## src/rtl/uart_frame_ctrl.sv

```systemverilog
// Sequencer between a UART receiver/transmitter pair and a frame-processing core.
// Assembles NBYTES inbound bytes into a frame, launches the core and streams the result back out.
module uart_frame_ctrl #(
   parameter int NBYTES     = 4,
   parameter int RESP_BYTES = 4,
   parameter int GAP_CYCLES = 1_000_000
) (
   input  logic                      clk,
   input  logic                      rst,
   input  logic                      clr,
   input  logic                      rx_ready,
   input  logic [7:0]                rx_data,
   output logic [8*NBYTES-1:0]       core_frame,
   output logic                      core_start,
   input  logic                      core_done,
   input  logic [8*RESP_BYTES-1:0]   core_result,
   input  logic                      tx_busy,
   output logic                      tx_start,
   output logic [7:0]                tx_data,
   output logic                      busy,
   output logic                      frame_err
);

   localparam int BC_W  = $clog2((NBYTES < 2) ? 2 : NBYTES) + 1;
   localparam int IDX_W = $clog2((RESP_BYTES < 2) ? 2 : RESP_BYTES) + 1;
   localparam int GAP_W = $clog2(GAP_CYCLES) + 1;

   localparam logic [BC_W-1:0]  LAST_BYTE = BC_W'(NBYTES - 1);
   localparam logic [IDX_W-1:0] LAST_IDX  = IDX_W'(RESP_BYTES - 1);
   localparam logic [GAP_W-1:0] GAP_LAST  = GAP_W'(GAP_CYCLES - 1);

   typedef enum logic [2:0] {IDLE, RECV, LAUNCH, WAIT_CORE, SEND, GUARD, DRAIN} state_t;

   state_t                    state;
   logic [BC_W-1:0]           byte_cnt;
   logic [IDX_W-1:0]          idx;
   logic [GAP_W-1:0]          gap_cnt;
   logic [8*RESP_BYTES-1:0]   result;

   assign busy = (state != IDLE);

   always_ff @(posedge clk or posedge rst) begin
      if (rst) begin
         state      <= IDLE;
         byte_cnt   <= '0;
         idx        <= '0;
         gap_cnt    <= '0;
         core_frame <= '0;
         result     <= '0;
         tx_data    <= '0;
         core_start <= 1'b0;
         tx_start   <= 1'b0;
         frame_err  <= 1'b0;
      end else begin
         core_start <= 1'b0;
         tx_start   <= 1'b0;
         frame_err  <= 1'b0;
         if (clr) begin
            // Abort wins over everything, including a byte arriving this cycle.
            state    <= IDLE;
            byte_cnt <= '0;
            idx      <= '0;
            gap_cnt  <= '0;
         end else begin
            if (rx_ready && state != IDLE && state != RECV)
               frame_err <= 1'b1;
            case (state)
               IDLE: begin
                  if (rx_ready) begin
                     core_frame[7:0] <= rx_data;
                     byte_cnt        <= BC_W'(1);
                     gap_cnt         <= '0;
                     if (NBYTES == 1) state <= LAUNCH;
                     else             state <= RECV;
                  end
               end
               RECV: begin
                  if (rx_ready) begin
                     for (int i = 0; i < NBYTES; i++)
                        if (byte_cnt == BC_W'(i)) core_frame[i*8 +: 8] <= rx_data;
                     if (byte_cnt != '1) byte_cnt <= byte_cnt + 1'b1;
                     gap_cnt <= '0;
                     if (byte_cnt == LAST_BYTE) state <= LAUNCH;
                  end else if (gap_cnt == GAP_LAST) begin
                     frame_err <= 1'b1;
                     byte_cnt  <= '0;
                     gap_cnt   <= '0;
                     state     <= IDLE;
                  end else if (gap_cnt != '1) begin
                     gap_cnt <= gap_cnt + 1'b1;
                  end
               end
               LAUNCH: begin
                  core_start <= 1'b1;
                  byte_cnt   <= '0;
                  state      <= WAIT_CORE;
               end
               WAIT_CORE: begin
                  if (core_done) begin
                     result <= core_result;
                     idx    <= '0;
                     state  <= SEND;
                  end
               end
               SEND: begin
                  if (!tx_busy) begin
                     for (int i = 0; i < RESP_BYTES; i++)
                        if (idx == IDX_W'(i)) tx_data <= result[i*8 +: 8];
                     tx_start <= 1'b1;
                     state    <= GUARD;
                  end
               end
               // Transmitter raises busy a cycle late; skip one cycle before trusting it.
               GUARD: state <= DRAIN;
               DRAIN: begin
                  if (!tx_busy) begin
                     if (idx == LAST_IDX) begin
                        state <= IDLE;
                     end else begin
                        if (idx != '1) idx <= idx + 1'b1;
                        state <= SEND;
                     end
                  end
               end
               default: state <= IDLE;
            endcase
         end
      end
   end

endmodule

```

## config.mk

```make
export PLATFORM = sky130hd
export DESIGN_NAME = uart_frame_ctrl
export DESIGN_NICKNAME = d
export VERILOG_FILES = /design/src/rtl/uart_frame_ctrl.sv
export SDC_FILE = /design/constraint.sdc
export NUM_CORES = 1
export LEC_CHECK = 0
export CORE_MARGIN = 3
export CORE_UTILIZATION = 40
export DETAILED_ROUTE_END_ITERATION = 16
export PLACE_DENSITY = 0.76
export SYNTH_ARGS = -nofsm -noshare
export SYNTH_HDL_FRONTEND = slang
export SYNTH_SLANG_ARGS = --single-unit
```

## constraint.sdc

```tcl
create_clock -name clk -period 3.9 [get_ports clk]
set_clock_uncertainty 0.05 [all_clocks]
set_input_delay 1.17 -clock clk [delete_from_list [all_inputs] [get_ports clk]]
set_output_delay 1.17 -clock clk [all_outputs]
set_load 0.01 [all_outputs]
```

---- Yosys cells after proc, flatten, opt, wreduce, memory -nomap -nowiden ----
Cells that the tools add are included.
operators by class
  add/sub/neg operators ................... 3
  equal/unequal tests ..................... 30
  mux-type cells .......................... 44
  bitwise gates (word level) .............. 2
  reduce and logical (&&, ||, !) cells .... 21
operators with widths
  cell                                              count
  two-way mux 21 bit                                5
  two-way mux 8 bit                                 7
  two-way mux 3 bit                                 17
  one-hot mux 21 bit (2 select lines)               1
  != test 3 bit (second input constant)             8
  adder 21 x 1 -> 21 bit (second input constant)    1
  == test 21 x 20 -> 1 bit (second input constant)  1
  != test 21 bit (second input constant)            1
  one-hot mux 3 bit (7 select lines)                1
  AND reduction 4 bit                               5
  == test 3 x 2 -> 1 bit (second input constant)    6
  one-hot mux 8 bit (2 select lines)                1
  != test 4 bit (second input constant)             3
  two-way mux 1 bit                                 10
  AND reduction 5 bit                               2
  == test 3 x 1 -> 1 bit (second input constant)    3
  == test 3 bit (second input constant)             3
  zero test 3 bit                                   3
  one-hot mux 3 bit (3 select lines)                1
  nonzero test 3 bit                                3
  nonzero test 4 bit                                2
  adder 3 x 1 -> 3 bit (second input constant)      2
  != test 2 bit (second input constant)             3
  one-hot mux 3 bit (2 select lines)                1
  7 further kinds                                   10
storage, ports and cells
  register bits ........................... 105
  bits of input ports ..................... 46
  output and inout bits ................... 44
  word-level logic and storage cells ...... 113

---- Depth between registers and ports, before layout ----
Gate-level depths: netlist of run 1.
  word-level depth ........................ 8
  mapped depth ............................ 9
  mapped depth without buffers ............ 7

---- Least setup slack after synthesis of run 1 ----
Ideal clock, no wire load.
  path type ............................... input -> register
  from .................................... input port rx_ready
  to ...................................... register gap_cnt[8]
  library setup time ...................... 0.082 ns
  arrival ................................. 2.420 ns
  data required time ...................... 3.768 ns
  path slack .............................. 1.348 ns
  stages on the path ...................... 6
  buffers on the path ..................... 2
  path through ............................ clkbuf_1 nand3b_1 a31oi_1 buf_2 o21ai_0 a31oi_1
between the ends
  longest elaborated chain between the ends .. 3
  elaborated cells between the ends (all ways) .. 6
  classes of those cells .................. 2 x eq/ne; 3 x mux; 1 x reduce/logical
ends and longest elaborated chain
  element                              RTL line  RTL
  start: declaration                   11        input logic rx_ready,
  two-way mux 21 bit                   78        if (rx_ready) begin
  one-hot mux 21 bit (2 select lines)  67        case (state)
  two-way mux 21 bit                   58        if (clr) begin
  end signal: assignment               90        gap_cnt <= gap_cnt + 1'b1;
  end: declaration                     37        logic [GAP_W-1:0] gap_cnt;
Parallel ways exist; a longest one is shown, timed or not.
A chain may end at the register's enable or synchronous reset.

---- Worst setup path after layout of run 1 ----
  from .................................... input port rx_ready
  to ...................................... register gap_cnt[14]
Same word-level chain as after synthesis.

==> impl_summary.md, run 1 <==
Setup path
The buffers plus inverters on the worst setup path is 1. For this design, the slowest cell found on the critical path is sky130_fd_sc_hd__clkdlybuf4s50_1. The worst reg2reg path startpoint is gap_cnt[0]$_DFFE_PP0P_.

Of all nets on the critical path, the largest fanout is 11. The critical path endpoint category is a flop. The kind of critical path is primary input to flop.

For the worst setup path, the data arrival time is approximately 3300 ps. The critical path starts at rx_ready. The worst register-to-register path has a setup slack of roughly 1500 ps. The critical path crosses 6 cells after its start point. The type of origin of the critical path is a primary input. The worst-case reg-to-reg path depth is 6. Traced cell by cell, the critical path runs through clkdlybuf4s50_1, or2_2, a21oi_1, a31oi_1, nand2_1, o41ai_1. The kind of cell with the highest combined delay along the critical path is compound AO/OA/AOI/OAI gates.

The largest single stage delay on the critical path is approximately 660 ps. The critical path data required time is 4090 ps.

Clocking
No sink is reached through more buffers than the 2 on the longest clock path. Buffers added to address setup during post-CTS repair amount to 0. The clock latency on the worst-skew pair is around 350 ps. The hold-fix buffer count after cts is 0. The total CTS buffers is 9. The clock-pin slew of the registers on the worst-case setup and hold paths is approximately 70 ps. The clock net sink count is 105. The CTS tree is yes.

The post-cts sizing count is 0. The cell at the root of the clock tree is sky130_fd_sc_hd__clkbuf_16. The H-tree depth is 3.

Synth
By area, the combinational part of the netlist is dominated by multiplexers. The mux contribution to synthesized area is 0.163. Summed over all instances, the cell type with the most area after synthesis is sky130_fd_sc_hd__dfrtp_1. Counting flops and latches in the post-synthesis netlist gives between 100 and 150.

Sorting the synthesized cells by how often they occur yields sky130_fd_sc_hd__dfrtp_1 (105), sky130_fd_sc_hd__mux2_2 (64), sky130_fd_sc_hd__nor2_1 (31). In this run the mean area of a mapped cell was around 12 sq um. The distinct cell type count after synthesis is between 50 and 60. The share of synthesized area in the top cell type comes to 0.527.

Sorting the synthesized cells by area gives the leading types as sky130_fd_sc_hd__dfrtp_1 (53%), sky130_fd_sc_hd__mux2_2 (14%), sky130_fd_sc_hd__ha_1 (3.0%). The parity-gate share of the synthesized area counting xor and xnor cells is 0. During synthesis, Yosys emitted a total of 0 warnings.

The share of the Yosys chip area taken by registers is 0.527. In the post-synthesis netlist, the cell with the most instances is sky130_fd_sc_hd__dfrtp_1. The number of nets in the synthesized netlist is ~500. The async set-or-reset flop fraction in the synthesized netlist is 1.00. Of the total synthesized cell area, the portion taken by full adders, half adders and majority gates is 0.0301. The dominant synthesized flop cell is sky130_fd_sc_hd__dfrtp_1.

The gate count after technology mapping is 430. The cell area that synthesis handed to floorplanning was ~5000 sq um. Of the total synthesized cell area, the portion taken by AND, OR, NAND and NOR gates is 0.124. The compound-cell area share of the yosys netlist is 0.128. Yosys mapped a number of flops with a built-in enable equal to 0.

Power
In this run the power density over the cells is approximately 380 nW/um^2. Of the total power, the share spent switching nets is 0.242. The share of total power dissipated in sequential elements is 0.492. The leakage dissipation is 2.77 nW. Internal power comes to ~1.8 mW.

Summing internal, switching and leakage power gives 2.43 mW. The combinational share of power is 0.141. In this run the power spent charging and discharging nets is a little under 0.6 mW. The part of the total power dissipated in the clock network is 0.366. Across the VDD grid, the largest voltage drop is between 0.0002 and 0.00025 V.

Route
Dividing the detail-routed wire length by the instance count gives 16.3 microns. For this run, design rule violations remaining after detail routing come to 0. After the first detailed-routing iteration, the DRC count stood at just under 300. The overall routed net length is roughly 11000 microns. The count of TritonRoute iterations in the first routing pass is 4. The via total after detailed routing is approximately 3.7k.

After detailed routing, the number of vias per cell comes to about 5.4. In this run the remaining antenna-violating nets after routing total 0.

Place
Detailed placement ended at an HPWL of approximately 8100 microns. The number of input and output port buffers inserted is 89. The weighted congestion at the end of routability-driven global placement is approximately 0.86.

Die
The row count is 40. The floorplan step set the die width to roughly 120 microns. The starting utilization of the core area is 0.412. 90 I/O pins were placed.

The core region is 12100 sq um. The die covers between 10000 and 15000 sq um. The die is approximately 120 microns tall.

Global routing
For this run, the total global-route usage over all layers was measured as 0.168. The first-pass GRT wire length is about 19000 microns. The number of global-route vias before repair is about 3.8k. Entering global routing, the biggest net connects about 110 pins. The number of antenna violations at the first check in global routing was 0. After global routing the overflow that remains totals 0.

STA
The setup violation total in the final timing report is 0. Summed over all failing endpoints, the final setup total negative slack is 0 ps. The share of the cycle needed by the critical path after routing is 0.792. The worst pin sits at a relative slew slack of 0.473. Setup repair after global routing left no endpoint under its margin. The achievable clock frequency is around 320 MHz. The max-slew violation count was 0. The clock period minus final worst setup slack is a little over 3000 ps. The transition time of the tightest slew-check pin is between 700 and 800 ps. The number of endpoints with negative hold slack in the final report came to 0.

Final layout
The filler cell count in the final layout is about 1.1k. The utilization after layout is 0.524. The signed area change from the synthesized netlist to the final layout is 27.4%.

The repair_antennas step left the layout with diodes totalling 0. The multi-input combinational cells in the finished layout cover a total of about 2200 sq um. Of the cells placed in the final design, the portion with a size suffix greater than 1 is 0.190. The area taken by flip-flops and latches is 2630 sq um. At the end of the flow, the number of nets in the layout was approximately 570.

Min path
The class of the worst hold path is flop to flop. The worst hold path begins at core_frame[8]$_DFFE_PP0P_. The number of cells traversed by the worst hold path is 1.

Status
The run finished with clean final reports.

Job
The max-cap violation count is 0.
==> sequential cells by signal, indices dropped and copies added, names as in the netlist, 3 cells and up <==
name        count
state           3
tx_data         8
idx             3
core_frame     32
gap_cnt        21
result         32
byte_cnt        3
==> cells in the final DEF, fill, tap and decap left out, types with 3 or more instances in the layout <==
cell type                           n
sky130_fd_sc_hd__o31ai_1            6
sky130_fd_sc_hd__a22o_1             8
sky130_fd_sc_hd__nor2b_1            5
sky130_fd_sc_hd__a221o_1            5
sky130_fd_sc_hd__nand4_1            6
sky130_fd_sc_hd__o21ai_0           26
sky130_fd_sc_hd__mux2i_1            9
sky130_fd_sc_hd__clkdlybuf4s50_1   89
sky130_fd_sc_hd__and3_1             7
sky130_fd_sc_hd__buf_4              4
sky130_fd_sc_hd__nand2b_1           4
sky130_fd_sc_hd__ha_1              12
sky130_fd_sc_hd__clkbuf_16          9
sky130_fd_sc_hd__clkinv_4           3
sky130_fd_sc_hd__mux2_2            64
sky130_fd_sc_hd__nor3_1             8
sky130_fd_sc_hd__nand2_1           27
sky130_fd_sc_hd__dfrtp_1          105
sky130_fd_sc_hd__a22oi_1           10
sky130_fd_sc_hd__o41ai_1            3
sky130_fd_sc_hd__a31oi_1            3
sky130_fd_sc_hd__a21oi_1           17
sky130_fd_sc_hd__nor2_1            31
sky130_fd_sc_hd__nand3_1            8
sky130_fd_sc_hd__inv_1             11
==> cell type report <==
| class | instances | share of cell area |
|---|---|---|
| clock buffer | 11 | 0.0398 |
| clock inverter | 5 | 0.00729 |
| inverter | 12 | 0.00768 |
| multi-input combinational | 293 | 0.350 |
| sequential | 105 | 0.414 |
| tap | 168 | 0.0331 |
| timing repair buffer | 94 | 0.148 |
==> layer usage <==
layer	share of wire	track usage	wire, microns	vias to the layer above
met5	0	0	0	-
met4	0.020	0.0689	220	0
met3	0.042	0.0308	469	16
met2	0.49	0.275	5490	103
met1	0.45	0.220	5020	1831
li1	-	-	-	1752
==> worst paths after layout <==
path / end
setup / recovery: gap_cnt[14]$_DFFE_PP0P_
hold / removal: core_frame[8]$_DFFE_PP0P_
setup reg to reg: gap_cnt[14]$_DFFE_PP0P_
hold reg to reg: core_frame[8]$_DFFE_PP0P_
max in group asynchronous: result[31]$_DFFE_PP0P_
min in group asynchronous: core_frame[19]$_DFFE_PP0P_
==> metrics by stage <==
step	cells	hold WS, ps	area, sq um	setup WS (ps)
final	688	456	6350	811
after global routing	688	464	6350	657
after CTS	688	459	6350	812
after detailed placement	672	443	6050	515
after global placement	672	437	6050	596
after floorplan	430	417	4990	1350
==> power groups by stage <==
stage	logic (mW)	registers, mW	clock network (mW)
3_3_place_gp	0.339	1.21	0
3_5_place_dp	0.348	1.22	0
6_report	0.343	1.19	0.889
4_1_cts	0.349	1.19	0.910
5_1_grt	0.369	1.20	0.957
2_1_floorplan	0.115	1.24	0
==> cell families (layout without fill, tap and decap cells) <==
kind of cell             Yosys count  after routing
AO/OA/AOI/OAI                     93             93
adder cells (fa/ha/maj)           12             12
buffers and inverters             32            122
flip-flops                       105            105
multiplexers                      73             73
AND/OR/NAND/NOR                  115            115
(Power assumes the default switching activity.)
==> run 2, diff against run 1 <==
--- a/config.mk
+++ b/config.mk
@@ -8,7 +8,7 @@
 export CORE_MARGIN = 3
 export CORE_UTILIZATION = 40
 export DETAILED_ROUTE_END_ITERATION = 16
-export PLACE_DENSITY = 0.76
+export PLACE_DENSITY = 0.74
 export SYNTH_ARGS = -nofsm -noshare
 export SYNTH_HDL_FRONTEND = slang
 export SYNTH_SLANG_ARGS = --single-unit
==> constraint.sdc (replaced) <==
create_clock -name clk -period 3.2 [get_ports clk]
set_clock_uncertainty 0.05 [all_clocks]
set_input_delay 0.96 -clock clk [delete_from_list [all_inputs] [get_ports clk]]
set_output_delay 0.96 -clock clk [all_outputs]
set_load 0.01 [all_outputs]
==> run 2 against run 1 <==
  * Hold slack better by 0.60 ps
  * Wire length down 0.74%
  * Count of clock-buffer cells in the layout unchanged
  * Register-to-register slack worse by 600 ps
  * First-iteration DRC count is 3.8% lower
  * Critical path depth shrank 3
  * Non-clock buffer count rose by 6
  * Sequential power grew 22%
  * Final area increased by 1.0%
  * Critical endpoint is now busy
  * Sequential share of layout area shrank 0.41 points
  * Global-route usage is 0.19 points lower
  * Largest cell class unchanged
  * Cell count up 0.87%
==> impl_summary.md, run 2 (synthesis gave the netlist of run 1 again) <==
STA
Setup violations remaining at the end of the flow were counted as 0. The achievable clock frequency is 374 MHz. For the pin with the worst max-slew slack, the measured transition is slightly above 600 ps.

Setup repair after global routing left no endpoint under its margin. The worst slew margin relative to its limit is 0.589. Adding up every negative setup slack in the final design gives 0 ps. The share of the cycle needed by the critical path after routing is 0.835. The max-slew violation count was 0.

The worst hold-check slack is approximately 460 ps. The smallest clock period supported by the final layout is computed as approximately 2700 ps. The number of endpoints with negative hold slack in the final report was 0.

Setup path
The critical path endpoint category is a primary output. At the worst endpoint, the required time is 2190 ps. The critical path in this run is classified as flop to primary output. The biggest fanout along the worst timing path is 10. For this run, the slowest stage of the critical path takes between 500 and 600 ps. Walking the worst path, the cells encountered are inv_1, nand2_1, clkdlybuf4s50_1. The buffers plus inverters on the worst setup path is 2. The source of the critical timing path is state[0]$_DFFE_PP0P_. Among cell families on the critical path, the largest total delay comes from buffers and inverters.

The worst reg2reg path startpoint is gap_cnt[0]$_DFFE_PP0P_. The type of origin of the critical path is a flop. Data on the critical path arrives at its endpoint at about 1700 ps. The slowest cell on the critical path is sky130_fd_sc_hd__clkdlybuf4s50_1.

Global routing
The first-pass GRT wire length is 19100 microns. Entering global routing, the biggest net connects approximately 110 pins. The number of antenna violations at the first check in global routing is 0. The global route total overflow is 0. The number of global-route vias before repair was just under 4k. Across every metal layer, demand over resource in global routing totals 0.166.

Route
The detailed router used layers up to and including met4. The detailed-route wire length on metal 1 is 5010 microns. Once detail routing completed, the nets flagged for antenna violations numbered 0. After detailed routing, the average wire length per cell comes to roughly 16 microns. The final layout contains routed wiring with a total length of 11100 microns. In the routed design, unresolved DRC markers number 0.

Summing over every cut layer, the via total after detailed routing is approximately 3.7k. In the detailed route, the total length drawn on met3 is approximately 460 microns. The detailed-routed wire length on met2 is roughly 5500 microns. The detailed router finished its first iteration with 280 violations. The pre-antenna-repair detailed-routing pass consisted of 4 iterations. In the routed layout, each cell is associated on average with a via count of 5.32.

Power
The highest ir drop seen on vdd is 0.000257 V. The total power draw is between 2 and 3 mW. In this run the static leakage power is 2.80 nW.

Dividing total power by cell area gives a power density of between 400 and 500 nW/um^2.

Clocking
The total CTS buffers is 9. The clock reaches the later pin of the worst-skew pair after between 300 and 400 ps. The cell at the root of the clock tree is sky130_fd_sc_hd__clkbuf_16.

In this run the number of H-tree levels came out at 3. The clock-pin slew of the registers on the worst-case setup and hold paths is about 70 ps. Post-CTS timing repair inserted 0 buffers for setup. The CTS tree is yes. The hold-fix buffer count after cts is 0. The clock net in this run drives a total of between 100 and 150 sinks.

The post-cts sizing count is 0. No sink is reached through more buffers than the 2 on the longest clock path.

Final layout
Of the cells placed in the final design, the portion with a size suffix greater than 1 is 0.198. For this run, the post-layout net count is ~580. The largest registers in the layout are core_frame (32), result (32), gap_cnt (21). The repair_antennas step left the layout with diodes totalling 0. The signed area change from the synthesized netlist to the final layout is 28.7%. The most frequent standard cell in the layout excluding fill and tap cells is sky130_fd_sc_hd__dfrtp_1.

Once layout is complete, the utilization of the core stands at 0.530. The area of the multi-input gates is between 2000 and 2500 sq um. The count of placed standard cells in the final layout, fillers left out is approximately 690. The filler cells instantiated in the layout total between 1k and 1.5k. In the layout the commonest cells are sky130_fd_sc_hd__dfrtp_1 (105), sky130_fd_sc_hd__clkdlybuf4s50_1 (89), sky130_fd_sc_hd__mux2_2 (64). The area taken by flip-flops and latches is about 2600 sq um.

Die
The vertical die dimension is between 100 and 150 microns. The initial utilization of the core area, before any placement, comes to 0.412. The floorplan die area is 13800 sq um. Pin placement for this block handled 90 I/O pins. The die width is roughly 120 microns.

The floorplan step defined a core boundary enclosing around 12000 sq um. The row count is 40.

Place
Once placement completed, the tool counted placed cells totaling just under 700. The HPWL after detailed placement is approximately 8000 microns. Routability-driven placement finished with a final weighted congestion of 0.879. The number of input and output port buffers inserted is between 80 and 90.

Min path
The min-delay analysis places its worst path in the category flop to flop. The source of the worst hold timing path is core_frame[26]$_DFFE_PP0P_.

Job
Max-cap violations in this run came to 0.

Status
The run finished with clean final reports.
==> run 2: final timing paths <==
path	slack (ps)	cells past startpoint	to
worst max-delay path	530	3	busy
worst min-delay path	460	1	core_frame[26]$_DFFE_PP0P_
worst max register to register	870	6	gap_cnt[11]$_DFFE_PP0P_
worst min register to register	460	1	core_frame[26]$_DFFE_PP0P_
max in group asynchronous	1610	3	result[14]$_DFFE_PP0P_
min in group asynchronous	1090	3	core_frame[19]$_DFFE_PP0P_
==> run 2: power by group <==
part	switching, mW	internal [mW]	leakage [nW]
combinational	0.168	0.252	1.24
sequential	0.0456	1.41	1.43
clock	0.490	0.633	0.142
==> run 2: cell type report <==
cell class / count / share of cell area
sequential: 105 / 0.410
multi-input combinational: 293 / 0.347
timing repair buffer: 100 / 0.156
clock buffer: 11 / 0.0378
tap: 168 / 0.0328
clock inverter: 5 / 0.00975
inverter: 12 / 0.00761
==> run 2: per-stage QoR <==
| step | instance area, sq um | setup WS (ps) |
|---|---|---|
| floorplan | 4990 | 858 |
| global placement | 6110 | 355 |
| detailed placement | 6110 | 286 |
| CTS | 6410 | 527 |
| global route | 6410 | 412 |
| finish | 6410 | 527 |
==> run 2: per-layer routing <==
layer	GRT usage	vias up
met1	0.225	1846
met2	0.273	80
met3	0.0312	10
met5	0	-
li1	-	1757
met4	0.0454	0
==> run 2: worst reg2reg max path, cell delays in order, from the launching register on <==
cell,delay [ps]
sky130_fd_sc_hd__dfrtp_1,440
sky130_fd_sc_hd__ha_1,220
sky130_fd_sc_hd__nand3_1,320
sky130_fd_sc_hd__nor4_2,460
sky130_fd_sc_hd__a31o_2,310
sky130_fd_sc_hd__nor2_4,110
sky130_fd_sc_hd__a221o_1,310
==> run 3, diff against run 2 <==
==> constraint.sdc (replaced) <==
create_clock -name clk -period 2.65 [get_ports clk]
set_clock_uncertainty 0.05 [all_clocks]
set_input_delay 0.795 -clock clk [delete_from_list [all_inputs] [get_ports clk]]
set_output_delay 0.795 -clock clk [all_outputs]
set_load 0.01 [all_outputs]
==> run 3 against run 2 <==
  * Core utilization up 0.40 points
  * Sequential share of layout area down 0.29 points
  * Clock power up 13%
  * Die area unchanged
==> impl_summary.md, run 3 (synthesis gave the netlist of run 1 again) <==
Status
The run finished with clean final reports.

Die
For this configuration, the core starts out at a cell density of 0.412. The core region area is 12100 sq um. After floorplanning, the core was divided into 40 placement rows. The floorplan step set the die height to between 100 and 150 microns.

The count of boundary I/O pins is 90. The die is ~120 microns wide. The floorplan step defined a die boundary enclosing roughly 14000 sq um.

Final layout
The finished cells cover 6460 sq um. After filler insertion, the fill cell instance count of the layout stands at 1063. The area growth from synthesis to layout is 29.6%. Of the cells placed in the final design, the portion with a size suffix greater than 1 is 0.212. The largest registers in the layout are core_frame (32), result (32), gap_cnt (21).

The top cell types in the final layout, fill and taps aside, are sky130_fd_sc_hd__dfrtp_1 (104), sky130_fd_sc_hd__clkdlybuf4s50_1 (89), sky130_fd_sc_hd__mux2_2 (64). The repair_antennas step left the layout with diodes totalling 0. The number of nets in the layout is ~590. The most frequent standard cell in the layout excluding fill and tap cells is sky130_fd_sc_hd__dfrtp_1.

Clocking
The post-CTS repair timing setup buffer count is 0. The hold-fix buffer count after cts is 0. For the worst-skew pair, the clock arrives at the later sink with an insertion delay of 340 ps. TritonCTS built the clock tree.

The clock net sink count is about 110. The tree is rooted in a sky130_fd_sc_hd__clkbuf_16. The clock-pin slew of the registers on the worst-case setup and hold paths is 70 ps. The longest clock path from root to sink contains 2 buffers. Counting the buffers created by CTS gives 9. The H-tree depth is 3.

Power
The combinational share of power is 0.146. The total power divided by cell area is ~550 nW/um^2. The leakage dissipation is between 2 and 3 nW. The share of total power dissipated in sequential elements is 0.497. The highest ir drop seen on vdd is roughly 0.00034 V. Of the total power, the share spent switching nets is 0.243. The cell internal power dissipation is 2.68 mW. Of the total power, the clock network draws 0.357. The switching power total is ~0.86 mW.

Global routing
The number of global-route vias before repair is between 3k and 4k. The first-pass GRT wire length is between 15000 and 20000 microns. The global route total overflow is 0. The largest net degree at the start of global routing is about 110.

In the global route stage, met1 resource usage came out at 0.228. The number of antenna violations at the first check in global routing is 0. For met2 alone, demand over resource in global routing was 0.278.

The most congested layer reported by global routing is met2. Across every metal layer, demand over resource in global routing totals 0.170. In the global route stage, met3 resource usage came out at 0.0279.

Route
The via total after detailed routing is 3754. In the routed layout, each cell is associated on average with a via count of between 5 and 6. The overall routed net length is 11400 microns. The detailed router finished its first iteration with roughly 350 violations. The per-cell routed wire length is 16.2 microns. The number of nets with antenna violations after routing is 0. The first TritonRoute pass finished after 4 iterations. The detailed-route DRC error count is 0.

STA
Adding up every negative setup slack in the final design gives 0 ps. The max-slew violation count is 0. The achievable clock frequency is 395 MHz. Of the available clock period, the critical path in the final layout requires 0.956. Setup repair after global routing left no endpoint under its margin.

The number of endpoints with negative hold slack in the final report is 0. The clock period minus final worst setup slack is 2530 ps. The transition time of the tightest slew-check pin is around 630 ps. Setup violations remaining at the end of the flow were counted as 0. The worst slew margin relative to its limit is 0.579.

Place
The post-place instance area is 6180 sq um. Routability-driven placement finished with a final weighted congestion of 0.898. The half-perimeter wire length of the detailed placement result is ~8000 microns. During placement, the flow inserted port buffers numbering 89.

Setup path
The critical path endpoint category is a primary output. The kind of critical path is flop to primary output. For the worst setup path, the data required time is roughly 1800 ps.

Data on the critical path arrives at its endpoint at 1690 ps. In this run the worst path has a maximum fanout of 10. The worst setup path is launched from a flop.

Job
Max-cap violations in this run came to 0.

Min path
The class of the worst hold path is flop to flop.
[run 3: changes by cell type in the layout (fill, tap and decap cells not counted)]
cell	before	now
sky130_fd_sc_hd__buf_12	2	3
sky130_fd_sc_hd__buf_4	9	16
sky130_fd_sc_hd__bufinv_16	1	0
sky130_fd_sc_hd__clkinv_2	0	1
sky130_fd_sc_hd__clkinv_4	1	0
sky130_fd_sc_hd__dfrtp_1	105	104
sky130_fd_sc_hd__dfrtp_2	0	1
sky130_fd_sc_hd__inv_6	1	2
[run 3: per-layer routing]
metal,part of all wire,up-vias
met2,0.51,94
li1,-,1773
met1,0.44,1876
met5,0,-
met4,0.014,0
met3,0.043,11
[run 3: worst paths after layout]
| check | to | start | slack, ps | cells after the start |
|---|---|---|---|---|
| worst max-delay path | busy | state[0]$_DFFE_PP0P_ | 120 | 3 |
| worst min-delay path | core_frame[31]$_DFFE_PP0P_ | core_frame[31]$_DFFE_PP0P_ | 460 | 1 |
| worst min register to register | core_frame[31]$_DFFE_PP0P_ | core_frame[31]$_DFFE_PP0P_ | 460 | 1 |
| worst max register to register | gap_cnt[9]$_DFFE_PP0P_ | gap_cnt[0]$_DFFE_PP0P_ | 390 | 7 |
| min in group asynchronous | core_frame[27]$_DFFE_PP0P_ | rst | 920 | 3 |
| max in group asynchronous | state[0]$_DFFE_PP0P_ | rst | 1200 | 3 |
[run 3: layout make-up]
type | instances | area (sq um) | share of cell area
flip-flops and latches | 105 | 2630 | 0.407
multi-input cells | 293 | 2220 | 0.344
repair buffers | 108 | 1070 | 0.166
clock buffers | 11 | 243 | 0.0376
inverters | 12 | 48.8 | 0.00755
clock inverters | 5 | 37.5 | 0.00581
well taps | 168 | 210 | 0.0325
[run 3: worst max-delay path, stage by stage, from the launching register on]
cell and delay, ps:
sky130_fd_sc_hd__dfrtp_2 470, sky130_fd_sc_hd__inv_1 240, sky130_fd_sc_hd__nand2_1 140, sky130_fd_sc_hd__clkdlybuf4s50_1 500
[run 3: power groups by stage]
stage / clock (mW) / combinational, mW / sequential [mW]
detailed placement: 0 / 0.524 / 1.79
global route: 1.35 / 0.557 / 1.77
CTS: 1.29 / 0.526 / 1.76
global placement: 0 / 0.510 / 1.79
finish: 1.26 / 0.518 / 1.76
floorplan: 0 / 0.169 / 1.82
[run 3: repair_timing]
item | 4_1_cts | 5_1_grt
endpoints found under the setup margin | 0 | 1
endpoints found under the hold margin | 0 | 0
gates resized for setup | 0 | 1
[run 3: through the flow]
| stage | total power, mW | cells | util | hold slack, ps | worst slack [ps] |
|---|---|---|---|---|---|
| final | 3.54 | 702 | 0.534 | 456 | 116 |
| after detailed placement | 2.31 | 686 | 0.510 | 442 | 52.2 |
| after global placement | 2.29 | 686 | 0.510 | 437 | 68.0 |
| after floorplan | 1.99 | 430 | - | 417 | 473 |
| after global routing | 3.68 | 702 | 0.534 | 468 | 53.0 |
| after CTS | 3.57 | 702 | 0.534 | 458 | 43.9 |
